$ cat src/rtl/demux16_skid.sv
// demux16_skid -- 1-to-16 demultiplexer with a two-entry skid buffer.
//
// One upstream valid/ready stream is routed to one of 16 destinations
// selected by i_in_sel. A main register drives the outputs. A skid register
// catches one extra entry, so o_in_ready can be a pure register output.
// Delivery is strictly in acceptance order. A stalled destination blocks
// every later entry (head-of-line blocking).
//
// Ports:
//   i_clk         clock, rising edge
//   i_rst_n       asynchronous active-low reset
//   i_in_valid    upstream offers a transfer
//   o_in_ready    block can accept (registered: NOT skid-valid)
//   i_in_sel      destination index, sampled on accept
//   i_in_data     payload, sampled on accept
//   o_out_valid   per-destination valid, one-hot or zero
//   i_out_ready   per-destination ready (only the selected bit matters)
//   o_out_data    shared payload bus, straight from the main register
//   o_occupancy   held entries, 0..2
//   o_xfer_count  completed output transfers, wraps at 16 bits
module demux16_skid #(
    parameter int WIDTH = 16
) (
    input  logic             i_clk,
    input  logic             i_rst_n,
    input  logic             i_in_valid,
    output logic             o_in_ready,
    input  logic [3:0]       i_in_sel,
    input  logic [WIDTH-1:0] i_in_data,
    output logic [15:0]      o_out_valid,
    input  logic [15:0]      i_out_ready,
    output logic [WIDTH-1:0] o_out_data,
    output logic [1:0]       o_occupancy,
    output logic [15:0]      o_xfer_count
);

    logic             r_m_valid;
    logic [3:0]       r_m_sel;
    logic [WIDTH-1:0] r_m_data;
    logic             r_s_valid;
    logic [3:0]       r_s_sel;
    logic [WIDTH-1:0] r_s_data;
    logic [15:0]      r_xfer_count;

    logic w_accept;
    logic w_fire;
    logic w_m_free;

    // The skid entry is the only thing that can block input, so ready is
    // registered state and never looks at i_in_valid or i_out_ready.
    assign o_in_ready = ~r_s_valid;
    assign w_accept   = i_in_valid & ~r_s_valid;
    assign w_fire     = r_m_valid & i_out_ready[r_m_sel];
    // Main can take a new entry this edge: it is empty or it is leaving.
    assign w_m_free   = ~r_m_valid | w_fire;

    always_ff @(posedge i_clk or negedge i_rst_n) begin
        if (!i_rst_n) begin
            r_m_valid <= 1'b0;
            r_m_sel   <= '0;
            r_m_data  <= '0;
        end else if (w_m_free) begin
            // The skid entry is older than anything on the input, so it wins.
            if (r_s_valid) begin
                r_m_valid <= 1'b1;
                r_m_sel   <= r_s_sel;
                r_m_data  <= r_s_data;
            end else if (w_accept) begin
                r_m_valid <= 1'b1;
                r_m_sel   <= i_in_sel;
                r_m_data  <= i_in_data;
            end else begin
                r_m_valid <= 1'b0;
            end
        end
    end

    always_ff @(posedge i_clk or negedge i_rst_n) begin
        if (!i_rst_n) begin
            r_s_valid <= 1'b0;
            r_s_sel   <= '0;
            r_s_data  <= '0;
        end else if (w_accept && !w_m_free) begin
            r_s_valid <= 1'b1;
            r_s_sel   <= i_in_sel;
            r_s_data  <= i_in_data;
        end else if (r_s_valid && w_m_free) begin
            r_s_valid <= 1'b0;
        end
    end

    always_ff @(posedge i_clk or negedge i_rst_n) begin
        if (!i_rst_n) begin
            r_xfer_count <= '0;
        end else if (w_fire) begin
            r_xfer_count <= r_xfer_count + 16'd1;
        end
    end

    // Decode one valid bit per destination.
    for (genvar k = 0; k < 16; k++) begin : g_dec
        assign o_out_valid[k] = r_m_valid & (r_m_sel == 4'(k));
    end

    assign o_out_data   = r_m_data;
    assign o_occupancy  = {1'b0, r_m_valid} + {1'b0, r_s_valid};
    assign o_xfer_count = r_xfer_count;

endmodule

$ cat config.mk
export PLATFORM = sky130hd
export DESIGN_NAME = demux16_skid
export DESIGN_NICKNAME = d
export VERILOG_FILES = /design/src/rtl/demux16_skid.sv
export SDC_FILE = /design/constraint.sdc
export NUM_CORES = 1
export LEC_CHECK = 0
export CAP_MARGIN = 25
export CORE_ASPECT_RATIO = 1.5
export CORE_UTILIZATION = 47
export DETAILED_ROUTE_END_ITERATION = 16
export PLACE_DENSITY = 0.77
export SYNTH_ARGS = -nofsm -noshare
export SYNTH_HDL_FRONTEND = slang
export SYNTH_SLANG_ARGS = --single-unit
$ cat constraint.sdc
create_clock -name i_clk -period 2.8 [get_ports i_clk]
set_input_delay 0.56 -clock i_clk [delete_from_list [all_inputs] [get_ports i_clk]]
set_output_delay 0.56 -clock i_clk [all_outputs]
set_load 0.02 [all_outputs]
==> summary.txt <==
Outcome
  – Status: finished, final reports clean

Routing
  – Vias: around 2400
  – DR DRC count: 0
  – Routed WL: about 7.1 mm
  – DRT iter0 DRCs: 139
  – Mean routed wirelength per cell: 16.4 um
  – Drt pass-1 iters: 4
  – Antenna Nets Post-Route: 0
  – Via density: 5.67

Timing
  – Max Clk Rate: around 0.38 GHz
  – Max Slew Vio Count: 0
  – Max Clock Skew: just over 0.008 ns
  – Minimum clock period: around 2.7 ns
  – Worst-Margin Slew: roughly 0.7 ns
  – Slew HR: 52.0%
  – RSZ-0062 raised after global routing: false
  – Crit share post-route: between 90 and 100%
  – Fin Hold WS: 0.363 ns
  – Final Hold Fails: 0
  – # setup viols final: 0

Pwr
  – Leakage: 1.73 nW
  – Pwr Density: 1180 nW/um2
  – VDD IR max: 620 uV
  – Pwr Total: approximately 4.8 mW

Finish
  – Ant diodes: 0
  – Share of layout cells above drive strength 1: 15.0%
  – Commonest non-fill, non-tap cells in the layout: clkdlybuf4s50_1 (88), nand3_1 (64), dfrtp_1 (58)
  – Nets: 395
  – Commonest non-fill, non-tap cell in the layout: clkdlybuf4s50_1
  – Area growth from synthesis to layout: 40.1%
  – Fin util: between 60 and 70%
  – Final non-filler cell total: roughly 430
  – FILL cells: 438

Synth
  – Syn Nets: roughly 310
  – Post-synth EDFFs: 0
  – Prevailing post-synth register cell: dfrtp_1
  – Seq/Total Area, Yosys: 50.0%
  – Ys async rst share: 100%
  – Syn Inst Count: 265
  – Count of cell types in the netlist: 31
  – Synthesis Warnings: 0
  – Register bit count reported by yosys: 58
  – Syn_area_per_cell: ~11 um2
  – Synthesized cell area: 2900 um2

CTS
  – Cts hold-fix bufs: 0
  – Post-CTS Setup Repair Bufs: 0
  – CTS tree: built
  – Post_cts resized: 0
  – Max clock buf depth: 2
  – Clock root buffer: clkbuf_8
  – CTS clk-pin slew, worst paths: 0.07 ns
  – Clk Latency, worst-skew pair: 0.33 ns
  – H-tree levels: 3
  – Clk sink count: 58
  – CTS buffer count: 9

Worst setup path
  – FF-to-FF Start: r_m_sel[0]
  – Startpoint types: input port
  – Cells on worst reg2reg path: 6
  – Critical path origin: i_out_ready[11]
  – CP max stage delay: around 0.55 ns
  – Critical path's slowest cell: mux4_1
  – CP Max Fanout: 14
  – WP buf/inv: 2
  – Crit-path cells: clkdlybuf4s50_1, mux4_1, mux4_2, nor2b_2, and2_4, buf_12, mux2_4
  – Largest delay share family, worst path: multiplexers
  – Req. time, crit path: 3.01 ns
  – Arrival @ worst endpoint: 2.87 ns
  – Stages on worst setup path: 7
  – CP Capture Type: register
  – Setup CP Type: in -> reg

Global route
  – Gr ovfl total: 0
  – Vias in the first global route: 2493
  – Overall routing resource usage: 24.1%
  – Largest net degree at the start of global routing: 59
  – Initial antenna violation count: 0
  – First-pass GRT wire length: 11.9 mm

Floorplanning
  – Die Ht: 98.3 um
  – Io pins: 90
  – Die width: approximately 66 um
  – Die area: ~6500 um2
  – FP Rows: 34
  – Initial Utilization: 49.5%
  – Core Area: 5870 um2

Place
  – Cell Count Post-Placement: 415
  – DP HPWL: between 4 and 5 mm
  – GP Congestion: 0.760
  – PortBufs: 89

Flow run
  – Total of max-cap violations: 0

Min path
  – Hold WC Path Type: in -> async
==> cells by family after synthesis <==
| logic type | Yosys count | share of synthesized area (%) |
|---|---|---|
| adder cells (fa/ha/maj) | 2 | 0.862 |
| flip-flops | 58 | 50.0 |
| AO/OA/AOI/OAI | 23 | 4.09 |
| multiplexers | 28 | 15.6 |
| AND/OR/NAND/NOR | 115 | 20.2 |
| buffers and inverters | 24 | 4.83 |
| XOR/XNOR | 15 | 4.52 |
==> final timing paths <==
kind                                          to  slack, ns
worst min-delay path             o_xfer_count[9]       0.36
worst min register to register  o_xfer_count[15]       0.47
worst max-delay path                 r_s_data[3]       0.14
max in group asynchronous            r_s_data[5]       1.95
worst max register to register       r_s_data[3]       0.16
min in group i_clk              o_xfer_count[15]       0.47
==> stage by stage <==
| stage | setup TNS, ns | worst slack (ns) | cell area, um2 |
|---|---|---|---|
| floorplan | 0 | 0.276 | 2900 |
| global placement | -2.39 | -0.128 | 3850 |
| detailed placement | -3.03 | -0.164 | 3850 |
| CTS | 0 | 0.162 | 4070 |
| global route | 0 | 0.0756 | 4070 |
| finish | 0 | 0.140 | 4070 |
==> power breakdown <==
part | total (mW) | leakage (nW) | switching, mW | internal (mW)
combinational | 2.45 | 0.892 | 1.24 | 1.21
sequential | 1.49 | 0.721 | 0.302 | 1.19
clock | 0.845 | 0.116 | 0.327 | 0.519
total | 4.79 | 1.73 | 1.87 | 2.92
==> sequential cells by signal, indices dropped and copies added (netlist names) <==
register	flops
r_s_data	16
r_s_valid	1
o_out_data	16
o_xfer_count	16
r_m_sel	4
r_m_valid	1
r_s_sel	4
==> layout make-up <==
type	instances	area (um2)	share of cell area, %
Sequential cell	58	1450	35.7
Multi-Input combinational cell	183	1310	32.3
Timing Repair Buffer	99	986	24.2
Clock buffer	10	138	3.38
Tap cell	72	90.1	2.21
Clock inverter	6	80.1	1.97
Inverter	3	11.3	0.277
==> synthesized netlist by cell type, types with 2 or more instances <==
cell type / n / area share (%)
and2_1: 3 / 0.65
xnor2_1: 14 / 4.2
and3_1: 5 / 1.1
nand2_1: 8 / 1.0
nor3_1: 5 / 0.86
dfrtp_1: 58 / 50
ha_1: 2 / 0.86
mux4_2: 3 / 2.3
nor2_1: 14 / 1.8
nand2b_1: 3 / 0.65
inv_1: 3 / 0.39
o21ai_0: 20 / 3.4
buf_6: 2 / 0.78
mux2_4: 20 / 10
nand3_1: 64 / 11
clkbuf_1: 14 / 1.8
buf_2: 2 / 0.34
a21oi_1: 2 / 0.34
mux4_1: 2 / 1.8
nand4_1: 8 / 1.7
buf_12: 2 / 1.4
mux2i_1: 2 / 0.69
==> per-layer routing <==
layer / part of all wire (%) / routed length [um] / vias to the layer above / global-route usage, %
met1: 40 / 2830 / 1204 / 30.3
met4: 2.0 / 142 / 0 / 9.00
met2: 51 / 3630 / 108 / 39.3
met3: 6.6 / 463 / 15 / 6.19
met5: 0 / 0 / - / 0
li1: - / - / 1116 / -
(Power assumes the default switching activity.)
